File: config.mk
export PLATFORM = sky130hd
export DESIGN_NAME = pipe_ctrl_unit_flat
export DESIGN_NICKNAME = d
export VERILOG_FILES = /design/src/rtl/pipe_ctrl_if.sv /design/src/rtl/pipe_ctrl_unit.sv /design/src/flat_wrapper.sv
export SDC_FILE = /design/constraint.sdc
export NUM_CORES = 1
export LEC_CHECK = 0
export ABC_AREA = 0
export CAP_MARGIN = 25
export CORE_MARGIN = 5
export CORE_UTILIZATION = 47
export CTS_BUF_LIST = sky130_fd_sc_hd__clkbuf_8
export DETAILED_ROUTE_END_ITERATION = 8
export PLACE_DENSITY = 0.81
export SLEW_MARGIN = 40
export SYNTH_ARGS = -nofsm -noshare
export SYNTH_HDL_FRONTEND = slang
export SYNTH_SLANG_ARGS = --single-unit
File: constraint.sdc
create_clock -name clk -period 2.2 [get_ports clk]
set_input_delay 0.44 -clock clk [delete_from_list [all_inputs] [get_ports clk]]
set_output_delay 0.44 -clock clk [all_outputs]
set_load 0.05 [all_outputs]
File: src/rtl/pipe_ctrl_if.sv
// Control-unit bundle: ID-stage fields in, per-stage decoded controls and status out.
// With ILLEGAL_TRAP_EN defined the bundle also carries the sticky illegal_op flag.
interface pipe_ctrl_if #(
   parameter int OPW = 4,
   parameter int FCW = 4,
   parameter int RAW = 4
);
   logic           id_valid;
   logic [OPW-1:0] id_opcode;
   logic [FCW-1:0] id_funct;
   logic [RAW-1:0] id_rs;
   logic [RAW-1:0] id_rt;
   logic [RAW-1:0] id_rd;
   logic           branch_taken;
   logic           overflow;
   logic           resume;

   logic           branch;
   logic           jump;
   logic           halt_seen;
   logic [1:0]     branch_sel;
   logic [1:0]     offset_sel;
   logic [OPW-1:0] alu_op;
   logic [2:0]     alu_src1;
   logic [2:0]     alu_src2;
   logic           mem_read;
   logic           mem_write;
   logic           store_byte;
   logic           reg_write;
   logic           write_op2;
   logic [1:0]     mem_to_reg;
   logic [RAW-1:0] wb_rd;
   logic           stall;
   logic           halted;
   logic           ovf_flag;
`ifdef ILLEGAL_TRAP_EN
   logic           illegal_op;
`endif

   modport master (
      output id_valid, id_opcode, id_funct, id_rs, id_rt, id_rd,
      output branch_taken, overflow, resume,
`ifdef ILLEGAL_TRAP_EN
      input  illegal_op,
`endif
      input  branch, jump, halt_seen, branch_sel, offset_sel,
      input  alu_op, alu_src1, alu_src2, mem_read, mem_write, store_byte,
      input  reg_write, write_op2, mem_to_reg, wb_rd, stall, halted, ovf_flag
   );

   modport slave (
      input  id_valid, id_opcode, id_funct, id_rs, id_rt, id_rd,
      input  branch_taken, overflow, resume,
`ifdef ILLEGAL_TRAP_EN
      output illegal_op,
`endif
      output branch, jump, halt_seen, branch_sel, offset_sel,
      output alu_op, alu_src1, alu_src2, mem_read, mem_write, store_byte,
      output reg_write, write_op2, mem_to_reg, wb_rd, stall, halted, ovf_flag
   );
endinterface

File: src/rtl/pipe_ctrl_unit.sv
// Registered pipeline control: ID decode, EX/MEM/WB control registers, load-use stall,
// branch flush, overflow squash and halt/drain FSM. Optional ILLEGAL_TRAP_EN traps unknown opcodes.
//
// state   | meaning
// S_RUN   | normal issue from ID
// S_DRAIN | ID treated as bubble, waiting for EX/MEM/WB to empty
// S_HALTED| pipe empty, held until resume
module pipe_ctrl_unit #(
   parameter int OPW = 4,
   parameter int FCW = 4,
   parameter int RAW = 4
) (
   input  logic        clk,
   input  logic        rst,
   pipe_ctrl_if.slave  bus
);
   localparam logic [3:0] OP_NOP = 4'b0000, OP_ATYPE = 4'b0001, OP_LBU = 4'b0100,
                          OP_SB  = 4'b0101, OP_LW    = 4'b0110, OP_SW  = 4'b0111,
                          OP_JMP = 4'b1000, OP_AND   = 4'b1001, OP_OR  = 4'b1010,
                          OP_BLT = 4'b1100, OP_BGT   = 4'b1101, OP_BEQ = 4'b1110,
                          OP_HALT = 4'b1111;

   typedef enum logic [1:0] {S_RUN, S_DRAIN, S_HALTED} state_t;
   state_t state, state_nx;

   // Anything outside the opcode map collapses to NOP so it carries zero controls.
   function automatic logic [3:0] norm_op(input logic [OPW-1:0] op);
      if ((op >> 4) != '0) return OP_NOP;
      case (op[3:0])
         OP_ATYPE, OP_LBU, OP_SB, OP_LW, OP_SW, OP_JMP, OP_AND, OP_OR,
         OP_BLT, OP_BGT, OP_BEQ, OP_HALT: return op[3:0];
         default: return OP_NOP;
      endcase
   endfunction

   logic [3:0]     id_op;
   logic           id_illegal, ex_load, load_use, id_accept, halt_cap, ex_ovf;
   logic           ex_v, mem_v, wb_v, mem_kill, wb_kill, ovf_q;
   logic [3:0]     ex_op, mem_op, wb_op;
   logic [FCW-1:0] ex_fn, mem_fn, wb_fn;
   logic [RAW-1:0] ex_rd, mem_rd, wb_rd_q;

   assign id_op = bus.id_valid ? norm_op(bus.id_opcode) : OP_NOP;

`ifdef ILLEGAL_TRAP_EN
   logic illegal_q;
   assign id_illegal = bus.id_valid && (((bus.id_opcode >> 4) != '0) ||
                       (bus.id_opcode[3:0] inside {4'b0010, 4'b0011, 4'b1011}));
   always_ff @(posedge clk) begin
      if (rst) illegal_q <= 1'b0;
      else if (id_illegal && state == S_RUN && !bus.branch_taken) illegal_q <= 1'b1;
   end
   assign bus.illegal_op = illegal_q;
`else
   assign id_illegal = 1'b0;
`endif

   assign ex_load   = ex_v && (ex_op == OP_LW || ex_op == OP_LBU);
   assign load_use  = ex_load && state == S_RUN && !bus.branch_taken &&
                      !(id_op inside {OP_NOP, OP_JMP, OP_HALT}) &&
                      (ex_rd == bus.id_rs || ex_rd == bus.id_rt);
   assign halt_cap  = (id_op == OP_HALT || id_illegal) && state == S_RUN &&
                      !bus.branch_taken && !load_use;
   assign id_accept = bus.id_valid && state == S_RUN && !bus.branch_taken && !load_use &&
                      id_op != OP_HALT && !id_illegal;
   assign ex_ovf    = bus.overflow && ex_v && ex_op == OP_ATYPE;

   always_ff @(posedge clk) begin
      if (rst) begin
         ex_v  <= 1'b0;  mem_v  <= 1'b0;  wb_v    <= 1'b0;
         ex_op <= OP_NOP; mem_op <= OP_NOP; wb_op  <= OP_NOP;
         ex_fn <= '0;    mem_fn <= '0;    wb_fn   <= '0;
         ex_rd <= '0;    mem_rd <= '0;    wb_rd_q <= '0;
         mem_kill <= 1'b0; wb_kill <= 1'b0; ovf_q <= 1'b0;
      end else begin
         ex_v  <= id_accept;
         ex_op <= id_op;
         ex_fn <= bus.id_funct;
         ex_rd <= bus.id_rd;
         mem_v <= ex_v;  mem_op <= ex_op;  mem_fn <= ex_fn;  mem_rd <= ex_rd;
         mem_kill <= ex_ovf;
         wb_v  <= mem_v; wb_op  <= mem_op; wb_fn  <= mem_fn; wb_rd_q <= mem_rd;
         wb_kill <= mem_kill;
         if (ex_ovf) ovf_q <= 1'b1;
      end
   end

   always_ff @(posedge clk) begin
      if (rst) state <= S_RUN;
      else     state <= state_nx;
   end

   always_comb begin
      state_nx   = state;
      bus.stall  = load_use;
      bus.halted = 1'b0;
      case (state)
         S_RUN:    if (halt_cap) state_nx = S_DRAIN;
         S_DRAIN: begin
            bus.stall = 1'b1;
            if (!ex_v && !mem_v && !wb_v) state_nx = S_HALTED;
         end
         S_HALTED: begin
            bus.stall  = 1'b1;
            bus.halted = 1'b1;
            if (bus.resume) state_nx = S_RUN;
         end
         default:  state_nx = S_RUN;
      endcase
   end

   always_comb begin
      bus.branch = 1'b0; bus.jump = 1'b0; bus.halt_seen = 1'b0;
      bus.branch_sel = 2'b00; bus.offset_sel = 2'b00;
      case (id_op)
         OP_BLT:  begin bus.branch = 1'b1; bus.offset_sel = 2'b01; bus.branch_sel = 2'b00; end
         OP_BGT:  begin bus.branch = 1'b1; bus.offset_sel = 2'b01; bus.branch_sel = 2'b01; end
         OP_BEQ:  begin bus.branch = 1'b1; bus.offset_sel = 2'b01; bus.branch_sel = 2'b10; end
         OP_JMP:  begin bus.jump = 1'b1; bus.offset_sel = 2'b10; end
         OP_AND, OP_OR: bus.offset_sel = 2'b01;
         OP_HALT: bus.halt_seen = 1'b1;
         default: ;
      endcase
   end

   always_comb begin
      bus.alu_op = '0; bus.alu_src1 = 3'b000; bus.alu_src2 = 3'b000;
      if (ex_v) begin
         case (ex_op)
            OP_ATYPE: bus.alu_op = OPW'(ex_op);
            OP_LBU, OP_SB, OP_LW, OP_SW: begin
               bus.alu_op = OPW'(ex_op); bus.alu_src2 = 3'b001;
            end
            OP_AND, OP_OR: begin bus.alu_op = OPW'(ex_op); bus.alu_src1 = 3'b001; end
            OP_BLT, OP_BGT, OP_BEQ: begin bus.alu_op = OPW'(ex_op); bus.alu_src1 = 3'b010; end
            default: ;
         endcase
      end
   end

   assign bus.mem_read   = mem_v && (mem_op == OP_LBU || mem_op == OP_LW);
   assign bus.mem_write  = mem_v && (mem_op == OP_SB || mem_op == OP_SW);
   assign bus.store_byte = mem_v && mem_op == OP_SB;

   // wb_kill carries an overflowed ATYPE down so its register write is suppressed.
   assign bus.reg_write  = wb_v && !wb_kill &&
                           (wb_op inside {OP_ATYPE, OP_AND, OP_OR, OP_LBU, OP_LW});
   assign bus.write_op2  = wb_v && !wb_kill && wb_op == OP_ATYPE && (&wb_fn);
   assign bus.mem_to_reg = !wb_v ? 2'b00 : (wb_op == OP_LW) ? 2'b01 :
                           (wb_op == OP_LBU) ? 2'b10 : 2'b00;
   assign bus.wb_rd      = wb_v ? wb_rd_q : '0;
   assign bus.ovf_flag   = ovf_q;
endmodule

File: src/flat_wrapper.sv
// flat-port wrapper written by rule: the top's interface ports become plain ports
module pipe_ctrl_unit_flat 
#(
   parameter int OPW = 4,
   parameter int FCW = 4,
   parameter int RAW = 4
)
  (clk, rst, bus_id_valid, bus_id_opcode, bus_id_funct, bus_id_rs, bus_id_rt, bus_id_rd, bus_branch_taken, bus_overflow, bus_resume, bus_branch, bus_jump, bus_halt_seen, bus_branch_sel, bus_offset_sel, bus_alu_op, bus_alu_src1, bus_alu_src2, bus_mem_read, bus_mem_write, bus_store_byte, bus_reg_write, bus_write_op2, bus_mem_to_reg, bus_wb_rd, bus_stall, bus_halted, bus_ovf_flag);
  pipe_ctrl_if #(.OPW(OPW), .FCW(FCW), .RAW(RAW)) bus_i ();
  input  logic clk;
  input  logic rst;
  input wire logic [$bits(bus_i.id_valid)-1:0] bus_id_valid;
  input wire logic [$bits(bus_i.id_opcode)-1:0] bus_id_opcode;
  input wire logic [$bits(bus_i.id_funct)-1:0] bus_id_funct;
  input wire logic [$bits(bus_i.id_rs)-1:0] bus_id_rs;
  input wire logic [$bits(bus_i.id_rt)-1:0] bus_id_rt;
  input wire logic [$bits(bus_i.id_rd)-1:0] bus_id_rd;
  input wire logic [$bits(bus_i.branch_taken)-1:0] bus_branch_taken;
  input wire logic [$bits(bus_i.overflow)-1:0] bus_overflow;
  input wire logic [$bits(bus_i.resume)-1:0] bus_resume;
  output wire logic [$bits(bus_i.branch)-1:0] bus_branch;
  output wire logic [$bits(bus_i.jump)-1:0] bus_jump;
  output wire logic [$bits(bus_i.halt_seen)-1:0] bus_halt_seen;
  output wire logic [$bits(bus_i.branch_sel)-1:0] bus_branch_sel;
  output wire logic [$bits(bus_i.offset_sel)-1:0] bus_offset_sel;
  output wire logic [$bits(bus_i.alu_op)-1:0] bus_alu_op;
  output wire logic [$bits(bus_i.alu_src1)-1:0] bus_alu_src1;
  output wire logic [$bits(bus_i.alu_src2)-1:0] bus_alu_src2;
  output wire logic [$bits(bus_i.mem_read)-1:0] bus_mem_read;
  output wire logic [$bits(bus_i.mem_write)-1:0] bus_mem_write;
  output wire logic [$bits(bus_i.store_byte)-1:0] bus_store_byte;
  output wire logic [$bits(bus_i.reg_write)-1:0] bus_reg_write;
  output wire logic [$bits(bus_i.write_op2)-1:0] bus_write_op2;
  output wire logic [$bits(bus_i.mem_to_reg)-1:0] bus_mem_to_reg;
  output wire logic [$bits(bus_i.wb_rd)-1:0] bus_wb_rd;
  output wire logic [$bits(bus_i.stall)-1:0] bus_stall;
  output wire logic [$bits(bus_i.halted)-1:0] bus_halted;
  output wire logic [$bits(bus_i.ovf_flag)-1:0] bus_ovf_flag;
  assign bus_i.id_valid = bus_id_valid;
  assign bus_i.id_opcode = bus_id_opcode;
  assign bus_i.id_funct = bus_id_funct;
  assign bus_i.id_rs = bus_id_rs;
  assign bus_i.id_rt = bus_id_rt;
  assign bus_i.id_rd = bus_id_rd;
  assign bus_i.branch_taken = bus_branch_taken;
  assign bus_i.overflow = bus_overflow;
  assign bus_i.resume = bus_resume;
  assign bus_branch = bus_i.branch;
  assign bus_jump = bus_i.jump;
  assign bus_halt_seen = bus_i.halt_seen;
  assign bus_branch_sel = bus_i.branch_sel;
  assign bus_offset_sel = bus_i.offset_sel;
  assign bus_alu_op = bus_i.alu_op;
  assign bus_alu_src1 = bus_i.alu_src1;
  assign bus_alu_src2 = bus_i.alu_src2;
  assign bus_mem_read = bus_i.mem_read;
  assign bus_mem_write = bus_i.mem_write;
  assign bus_store_byte = bus_i.store_byte;
  assign bus_reg_write = bus_i.reg_write;
  assign bus_write_op2 = bus_i.write_op2;
  assign bus_mem_to_reg = bus_i.mem_to_reg;
  assign bus_wb_rd = bus_i.wb_rd;
  assign bus_stall = bus_i.stall;
  assign bus_halted = bus_i.halted;
  assign bus_ovf_flag = bus_i.ovf_flag;
  pipe_ctrl_unit #(.OPW(OPW), .FCW(FCW), .RAW(RAW)) u_core (.clk(clk), .rst(rst), .bus(bus_i));
endmodule
==> metrics.md <==
| Metric | Value |
|---|---|
| Syn Area/Cell | `9.791 sq um` |
| Fin crit share | `99.28%` |
| # placed instances | `292` |
| Max Cap Viol | `0` |
| Fin util | `73.68%` |
| Hold_buf cts | `0` |
| Routed len/inst | `12.76 microns` |
| R2r setup slk | `760 ps` |
| Die ar. | `5147 sq um` |
| Worst EP arrival | `1740 ps` |
| Buf/Inv on CP | `2` |
| DRT iter0 DRCs | `74` |
| Gpl congestion | `0.7931` |
| Die Y-Extent | `71.74 microns` |
| Most Crowded Layer GR | `met2` |
| Register area share after synthesis | `49.16%` |
| Global-route wire length before repair | `5982 microns` |
| Total routed wirelength | `3878 microns` |
| Maximum clock path buffer count | `2` |
| Clock Skew | `2.427 ps` |
| Input/output buffers | `53` |
| Clk pin slew, worst setup/hold paths | `80 ps` |
| Met1 usage | `16.39%` |
| Yosys Warn Count | `0` |
| GRT Total Usage | `14.90%` |
| CTS tree | `yes` |
| CP Cell Sequence | `inv_2, ha_4, nor4bb_4, nand2_1, a211oi_2, a21o_1, buf_12` |
| RSZ-0062 raised after global routing | `yes` |
| Gr ovfl total | `0` |
| Vias in the first global route | `1332` |
| Final Net Count | `285` |
| Ys async rst share | `0%` |
| GR Layer Usage met3 | `5.470%` |
| Endpoints failing hold | `0` |
| Non-Filler Instances | `304` |
| PD cells | `660.7 nW/um^2` |
| Worst Setup Path Type | `reg -> out` |
| Antenna Nets Post-Route | `0` |
| Initial Utilization | `48.58%` |
| Dpl ws | `-162.8 ps` |
| Antenna violations before repair | `0` |
| Tightest Pin Transition | `502.9 ps` |
| Cell area after synthesis | `1792 sq um` |
| CTS root buf | `clkbuf_8` |
| Tmin final | `2184 ps` |
| Die width | `71.74 microns` |
| Top_reg_cell synth | `dfxtp_1` |
| Worst hold path type | `reg -> reg` |
| CP required | `1760 ps` |
| # H-tree levels | `2` |
| Max rail drop VDD | `0.3817 mV` |
| Leakage | `0.001234 uW` |
| Slew Viols, Final | `0` |
| Skew-Pair Late Insertion Delay | `290 ps` |
| Met2 Usage GRT | `24.69%` |
| Vias/cell | `4.674` |
| IO Pins | `57` |
| # clock sinks | `44` |
| Total CTS buffers | `5` |
| Relative slew slack | `66.37%` |
| Post-synth EDFFs | `0` |
| Via count | `1421` |
| Fmax | `457.8 MHz` |
| Cell variety after synth | `35` |
| Worst path top cell family by delay | `compound AO/OA/AOI/OAI gates` |
| Detailed Routing Iterations Pass 1 | `4` |
| Residual DRC | `0` |
| Number of synthesized register bits | `44` |
| Diode count | `0` |
| Final setup viols | `0` |
| Crit path capture type | `output port` |
| Num rows | `22` |
| Crit-path max FO | `3` |
| DP Wirelength | `2859 microns` |
| CP max stage cell | `dfxtp_2` |
| Max incr delay on CP | `340 ps` |
| Share of cells above drive strength 1 | `27.34%` |
| Area growth, synth to finish | `51.68%` |
| Post-route setup slack | `15.79 ps` |
| Run status | `complete, no violations` |
| Cells after Synth | `183` |
| Core area | `3689 sq um` |
| Largest net degree at the start of global routing | `23` |
| Crit start category | `flip-flop` |
[cell families (layout without fill, tap and decap cells)]
group	after synthesis	in the layout	synth area share, %
AOI/OAI and AO/OA	14	14	6.075
muxes	2	2	1.117
DFF	44	44	49.16
other	1	3	0.2093
and+or+nand+nor	95	95	32.26
adders and majority gates	4	4	2.793
xor gates and xnor gates	9	9	4.400
buffers and inverters	14	85	3.980
[state kept, by name (all words and copies together) (netlist names)]
name / cells
u_core.mem_rd: 4
u_core.wb_op: 4
u_core.wb_v: 1
u_core.ex_v: 1
u_core.mem_fn: 4
u_core.mem_v: 1
u_core.wb_rd_q: 4
u_core.bus.ovf_flag: 1
u_core.ex_op: 4
u_core.ex_fn: 4
u_core.state: 2
u_core.wb_kill: 1
u_core.wb_fn: 4
u_core.mem_op: 4
u_core.ex_rd: 4
u_core.mem_kill: 1
[cell type report]
class                   count  area [sq um]
flip-flops and latches     44         885.9
well taps                  48         60.06
repair buffers             71         721.9
multi-input cells         127         917.1
clock buffers               5         68.82
fillers                   250         970.9
clock inverters             3         38.79
inverters                   6         25.02
[path summary, 6_finish.rpt]
path,from,end,depth (start not counted)
worst min-delay path,u_core.mem_fn[3]$_SDFF_PP0_,u_core.wb_fn[3]$_SDFF_PP0_,1
worst min register to register,u_core.mem_fn[3]$_SDFF_PP0_,u_core.wb_fn[3]$_SDFF_PP0_,1
worst max register to register,u_core.state[1]$_SDFFE_PP0P_,u_core.state[0]$_SDFFE_PP0P_,7
worst max-delay path,u_core.state[1]$_SDFFE_PP0P_,bus_stall,7
[routing by layer]
metal | vias to the layer above | part of all wire [%]
li1 | 743 | -
met1 | 629 | 41
met2 | 40 | 50
met3 | 9 | 6.5
met4 | 0 | 2.7
met5 | - | 0
[cells in the final DEF, fill, tap and decap left out, types with 3 or more instances in the layout]
| cell | n |
|---|---|
| nand2_1 | 11 |
| xnor2_1 | 9 |
| nor3_1 | 6 |
| ha_1 | 3 |
| dlygate4sd2_1 | 7 |
| buf_12 | 9 |
| a21oi_1 | 3 |
| buf_4 | 35 |
| dfxtp_1 | 42 |
| conb_1 | 3 |
| clkbuf_8 | 5 |
| nor3b_1 | 3 |
| inv_1 | 4 |
| clkdlybuf4s50_1 | 13 |
| nor2_1 | 6 |
| and2_1 | 5 |
| o211a_1 | 3 |
| and3_1 | 7 |
| dlymetal6s2s_1 | 7 |
| nor2b_1 | 36 |
[Yosys cell counts, types with 3 or more instances]
library cell	number	area, sq um
ha_1	4	50.05
nor3b_1	5	37.54
xnor2_1	9	78.83
nor3_1	6	30.03
nor2b_1	39	244.0
buf_1	3	11.26
buf_4	3	22.52
and2_1	5	31.28
nor2_1	7	26.28
inv_1	5	18.77
nand2_1	12	45.04
and3_1	7	43.79
a21oi_1	3	15.01
o211a_1	3	30.03
dfxtp_1	44	880.8
[metrics by stage]
stage                     TNS, ps  cell area, sq um  total power, uW  hold WS (ps)
final                           0              2718             1796         440.4
after global routing       -83.91              2718             1875         450.7
after CTS                  -35.11              2626             1764         442.2
after detailed placement   -162.8              2509             1189         424.1
after global placement     -136.3              2509             1185         415.9
after floorplan                 0              1814             1045         413.8
[repair_timing]
item | in CTS | in global routing
resized for setup | 9 | 22
endpoints found under the setup margin | 2 | 4
buffers inserted | 1 | 3
pin swaps | 7 | 8
[power by group]
part / switching (uW) / internal (uW) / leakage, uW / total, uW
clock: 253 / 332 / 0.0000593 / 586
sequential: 25.4 / 832 / 0.000361 / 857
combinational: 167 / 186 / 0.000813 / 353
(Power assumes the default switching activity.)
==> variant 1 (same settings) <==
Encoding of `state_t`: now one-hot (3 bits for 3 states).
--- a/src/rtl/pipe_ctrl_unit.sv
+++ b/src/rtl/pipe_ctrl_unit.sv
@@ -20,7 +20,7 @@
                           OP_BLT = 4'b1100, OP_BGT   = 4'b1101, OP_BEQ = 4'b1110,
                           OP_HALT = 4'b1111;
 
-   typedef enum logic [1:0] {S_RUN, S_DRAIN, S_HALTED} state_t;
+   typedef enum logic [2:0] {S_RUN = 3'b001, S_DRAIN = 3'b010, S_HALTED = 3'b100} state_t;
    state_t state, state_nx;
 
    // Anything outside the opcode map collapses to NOP so it carries zero controls.
Behaviour: same outputs for any inputs over 10 cycles, from zero or initial values and one cycle with rst high; not proved beyond that.
==> variant 1 against the unedited design <==
- non-clock buffer count shrank 6
- synthesized cell count is 1.6% higher
- area after synthesis down 2.4%
- worst setup slack worse by 0.023 ns
- clock skew barely moved
- die area fell by 2.0%
- routed wire length is 7.9% lower
- power down 8.2%
- sequential cell count grew 1
- final area down 3.9%
- sequential share of layout area is 2.2 points higher
- critical path type is now input port to output port
- combinational power down 50%
- largest cell class is now flip-flops and latches
- clock power increased by 5.3%
- the run now ends with negative setup slack left
==> variant 1: results (changes against the unedited design) <==
Status
  • Status: finished, violations left
  • Violated checks: negative setup slack

Synth
  • Netlist cell types: 33 (-5.7%)
  • Synthesized area per cell: 9.404 um2 (-3.9%)
  • Synth top cells by count: dfxtp_1 (45), nor2b_1 (40), nor3_1 (11)
  • Ranking of synthesized cells by area: dfxtp_1 (52%), nor2b_1 (14%), xnor2_1 (5.0%)
  • Syn. warnings: 0 (unchanged)
  • Sequential area share after synthesis: 51.50% (+2.3 points)

Global route
  • Grt met2 use: 23.48% (-1.2 points)
  • Total track usage: 14.18% (-0.72 points)
  • First-pass GRT wire length: 5692 um (-4.8%)
  • Initial antenna violation count: 0 (unchanged)
  • Largest net degree at the start of global routing: 34 (+48%)
  • Met1 usage: 15.45% (-0.95 points)
  • M3 GR Usage: 7.813% (+2.3 points)
  • Number of global-route vias before repair: 1294 (-2.9%)

Routing
  • Met1 WL: 1439 um (-8.6%)
  • Via count: 1393 (-2.0%)
  • DRT Wirelength: 3573 um (-7.9%)
  • DRT iter0 DRCs: 61 (-18%)
  • Average vias per placed instance: 4.628 (-0.99%)
  • Wire length on met2: 1702 um (-12%)
  • DRT Pass-1 Iters: 4 (unchanged)
  • DR WL met3: 387 um (+52%)

Placement
  • Pre-CTS setup slack: -0.2663 ns (-0.1035 ns)
  • Detail Placement HPWL: 2696 um (-5.7%)
  • Placed Cells: 291 (-0.34%)
  • Port Buf Inserts: 53 (unchanged)
  • RePlAce Congestion: 0.8414 (+6.1%)

Worst setup path
  • Flop2flop setup slack: 0.83 ns (+0.07 ns)
  • FF-to-FF Start: u_core.ex_rd[2]$_SDFF_PP0_
  • CP Data Arrival Time: 1.77 ns (+0.03 ns)
  • Crit path from: bus_id_opcode[1]
  • Worst R2R End: u_core.ex_v$_SDFF_PP0_
  • FF-to-FF path depth: 4 (-3)
  • Crit-path max FO: 4 (+1)

Clocking
  • CTS buffer count: 5 (unchanged)
  • CTS root buffer: clkbuf_8
  • Clock Latency Late Sink: 0.29 ns (about the same)
  • Clk slew on worst S/H paths: 0.07 ns
  • CTS max path bufs: 2 (unchanged)
  • # H-tree levels: 2 (unchanged)

Finish
  • Nets@finish: 278 (-2.5%)
  • Layout fillers: 275 (+10%)
  • Share of layout cells above drive strength 1: 22.13% (-5.2 points)

Pwr
  • Internal power: 1.298 mW (-3.8%)
  • Worst vdd ir: 284.5 uV (-25%)
  • Static Leak: 1.134 nW (-8.1%)
  • Seq group: 0.856 mW (about the same)
  • Total power: 1.649 mW (-8.2%)
  • Comb power frac: 10.7% (-8.9 points)

Worst hold path
  • Hold path startpoint: u_core.mem_rd[2]$_SDFF_PP0_
  • Worst Hold Path EP: u_core.wb_rd_q[2]$_SDFF_PP0_

Timing
  • Setup slack after layout: -0.007276 ns (-0.02306 ns)
  • Max-slew headroom: 66.59% (+0.23 points)
  • Hold slack: 0.4364 ns (-0.004058 ns)
  • Max Clock Skew: 0.001985 ns (-0.0004417 ns)
  • Final setup fails: 1 (+1)
==> variant 1: logic make-up after synthesis <==
family                    Yosys count  share of synthesized area, %
and+or+nand+nor                    96                         32.05
DFF                                45                         51.50
AOI/OAI and AO/OA                  19                         7.296
buffers and inverters              15                         3.934
xor gates and xnor gates           10                         5.007
other                               1                        0.2144
==> variant 1: worst max-delay path by stage <==
| stage | cells past startpoint | slack (ns) | end |
|---|---|---|---|
| final | 6 | -0.007 | bus_stall |
| after CTS | 6 | 0.0002 | bus_stall |
| after global routing | 5 | -0.05 | bus_stall |
| after global placement | 6 | -0.24 | bus_stall |
| after detailed placement | 6 | -0.27 | bus_stall |
| after floorplan | 3 | -0.12 | bus_store_byte |
==> variant 1: cell type report <==
cell class / instances / area share (%)
clock buffers: 6 / 3.161
well taps: 48 / 2.299
repair buffers: 65 / 25.38
inverters: 7 / 1.006
multi-input cells: 128 / 32.09
clock inverters: 2 / 1.293
flip-flops and latches: 45 / 34.77
==> variant 1: worst max-delay path, cell delays in order <==
cell	delay (ns)
clkdlybuf4s15_1	0.23
and2b_1	0.26
a211oi_2	0.06
a2111o_1	0.41
o22ai_2	0.19
buf_12	0.16
==> variant 1: what timing repair did <==
| action | 4_1_cts | 5_1_grt |
|---|---|---|
| gates cloned | 0 | 0 |
| hold endpoints to repair | 0 | 0 |
| setup endpoints to repair | 4 | 3 |
| pin swaps | 12 | 4 |
| gates resized for setup | 24 | 11 |
| buffers inserted | 2 | 0 |
==> variant 1: stage by stage <==
step,TNS (ns),cell area [um2]
6_report,-0.007276,2613
5_1_grt,-0.04954,2613
4_1_cts,0,2582
3_5_place_dp,-0.3216,2449
3_3_place_gp,-0.2752,2449
2_1_floorplan,-0.1227,1773
==> variant 2 (same settings) <==
Without the edit above. `FCW` is set to 4 in 3 places; all go to 2.
--- a/src/rtl/pipe_ctrl_if.sv
+++ b/src/rtl/pipe_ctrl_if.sv
@@ -2,7 +2,7 @@
 // With ILLEGAL_TRAP_EN defined the bundle also carries the sticky illegal_op flag.
 interface pipe_ctrl_if #(
    parameter int OPW = 4,
-   parameter int FCW = 4,
+   parameter int FCW = 2,
    parameter int RAW = 4
 );
    logic           id_valid;
--- a/src/rtl/pipe_ctrl_unit.sv
+++ b/src/rtl/pipe_ctrl_unit.sv
@@ -7,7 +7,7 @@
 // S_HALTED| pipe empty, held until resume
 module pipe_ctrl_unit #(
    parameter int OPW = 4,
-   parameter int FCW = 4,
+   parameter int FCW = 2,
    parameter int RAW = 4
 ) (
    input  logic        clk,
--- a/src/flat_wrapper.sv
+++ b/src/flat_wrapper.sv
@@ -2,7 +2,7 @@
 module pipe_ctrl_unit_flat 
 #(
    parameter int OPW = 4,
-   parameter int FCW = 4,
+   parameter int FCW = 2,
    parameter int RAW = 4
 )
   (clk, rst, bus_id_valid, bus_id_opcode, bus_id_funct, bus_id_rs, bus_id_rt, bus_id_rd, bus_branch_taken, bus_overflow, bus_resume, bus_branch, bus_jump, bus_halt_seen, bus_branch_sel, bus_offset_sel, bus_alu_op, bus_alu_src1, bus_alu_src2, bus_mem_read, bus_mem_write, bus_store_byte, bus_reg_write, bus_write_op2, bus_mem_to_reg, bus_wb_rd, bus_stall, bus_halted, bus_ovf_flag);
Interface: changed (resized bus_id_funct); port bits go from 57 to 55. No check against the original RTL was run, so the function may have changed too.
==> variant 2 against the unedited design <==
- clock skew rose by 0.0045 ns
- routed wire length is 1.1% lower
- power is 13% lower
- first-iteration DRC count fell by 15%
- cell count fell by 3.9%
- worst setup slack better by 0.016 ns
- non-clock buffer count unchanged
- die area down 7.7%
- via count down 1.4%
- final area decreased by 6.6%
- area after synthesis down 8.9%
- sequential cell count fell by 6
- utilization rose by 1.8 points
- register-to-register slack worse by 0.13 ns
- largest power group unchanged
==> variant 2: results (changes against the unedited design) <==
Synth
  • Netlist cell types: 36 (+2.9%)
  • Ranking of synthesized cells by area: dfxtp_1 (47%), nor2b_1 (12%), xnor2_1 (4.8%)
  • Synthesized area per cell: 9.438 um2 (-3.6%)
  • Syn. warnings: 0 (unchanged)
  • Share of synthesized flip-flops with an asynchronous set or reset: 0% (unchanged)
  • Synth top cells by count: dfxtp_1 (38), nor2b_1 (32), nand2_1 (12)
  • Sequential area share after synthesis: 46.59% (-2.6 points)

Worst setup path
  • Crit-path max FO: 3 (unchanged)
  • Slowest cell on crit path: dfxtp_2
  • CP Data Arrival Time: 1.73 ns
  • Delay-heaviest family, CP: compound AO/OA/AOI/OAI gates
  • Slowest stage delay, CP: 0.34 ns (about the same)

Timing
  • Slew @ Worst Pin: 0.4975 ns (-0.005428 ns)
  • Max Clock Skew: 0.006907 ns (+0.004480 ns)

Routing
  • Top layer in use: met4
  • DRT Pass-1 Iters: 4 (unchanged)
  • Via count: 1401 (-1.4%)
  • DR WL met3: 243 um (-4.3%)
  • Wire length on met2: 2026 um (+4.3%)
  • DRT iter0 DRCs: 63 (-15%)
  • Met1 WL: 1517 um (-3.7%)
  • DR WL/cell: 13.14 um (+3.0%)

Placement
  • Placed Cells: 277 (-5.1%)
  • RePlAce Congestion: 0.8495 (+7.1%)
  • Detail Placement HPWL: 2808 um (-1.8%)
  • Port Buf Inserts: 51 (-3.8%)
  • Pre-CTS setup slack: -0.1677 ns (-0.004896 ns)
  • Dpl cell area: 2326 um2 (-7.3%)

Finish
  • Number of cells in the finished layout apart from fillers: 292 (-3.9%)
  • Share of layout cells above drive strength 1: 28.46% (+1.1 points)
  • Nets@finish: 273 (-4.2%)
  • # diodes: 0 (unchanged)
  • Layout fillers: 238 (-4.8%)

Global route
  • First-pass GRT wire length: 5947 um (-0.59%)
  • Initial antenna violation count: 0 (unchanged)
  • Total track usage: 16.91% (+2.0 points)
  • Largest net degree at the start of global routing: 30 (+30%)

Pwr
  • Sw Pwr: 0.4108 mW (-7.8%)
  • Seq group: 0.742 mW (-13%)
  • Worst vdd ir: 470.6 uV (+23%)
  • Static Leak: 1.180 nW (-4.4%)
  • Comb power frac: 22.1% (+2.5 points)
  • Register share of total power: 47.7% (about the same)

Clocking
  • Clock Latency Late Sink: 0.28 ns
  • CTS buffer count: 5 (unchanged)
  • Clk slew on worst S/H paths: 0.07 ns
  • CTS root buffer: clkbuf_8
  • CTS max path bufs: 2 (unchanged)
  • # H-tree levels: 2 (unchanged)

Worst hold path
  • Min-delay worst type: flop to flop

Status
  • Status: completed
[variant 2: worst reg2reg max path: cells and delay by family (launching register included)]
family                     cells  cell delay (ns)
buffers and inverters          4             0.41
DFF                            1             0.34
and+or+nand+nor                3             0.32
adders and majority gates      1             0.19
AOI/OAI and AO/OA              1             0.21
[variant 2: worst paths after layout]
path / from / endpoint / slack, ns / cells after the start
min: u_core.mem_rd[2]$_SDFF_PP0_ / u_core.wb_rd_q[2]$_SDFF_PP0_ / 0.43 / 1
min reg2reg: u_core.mem_rd[2]$_SDFF_PP0_ / u_core.wb_rd_q[2]$_SDFF_PP0_ / 0.43 / 1
max: u_core.state[1]$_SDFFE_PP0P_ / bus_stall / 0.03 / 7
max reg2reg: u_core.state[1]$_SDFFE_PP0P_ / u_core.ex_v$_SDFF_PP0_ / 0.63 / 9
[variant 2: area by class of cell]
class,instances,area (um2),area share (%)
clock buffers,6,82.58,3.254
clock inverters,2,8.758,0.3452
inverters,9,33.78,1.331
multi-input cells,120,860.8,33.93
flip-flops and latches,38,763.2,30.08
well taps,46,57.56,2.268
repair buffers,71,730.7,28.80
[variant 2: logic make-up after synthesis]
family / Yosys count / synth area share [%]
fa+ha+maj: 4 / 3.065
simple gates: 85 / 31.57
compound gates: 17 / 7.586
flops: 38 / 46.59
mux: 2 / 1.226
other cells: 1 / 0.2297
buf+inv: 17 / 4.904
xor+xnor: 9 / 4.828
[variant 2: what timing repair did]
action	CTS	global route
pin swaps	4	12
setup endpoints to repair	2	1
hold buffers	0	0
setup buffers	1	6
resized for setup	12	16
[variant 2: layer usage]
metal / up-vias / track usage (%)
li1: 710 / -
met1: 631 / 18.85
met2: 53 / 29.88
met3: 7 / 5.997
met4: 0 / 5.353
met5: - / 0
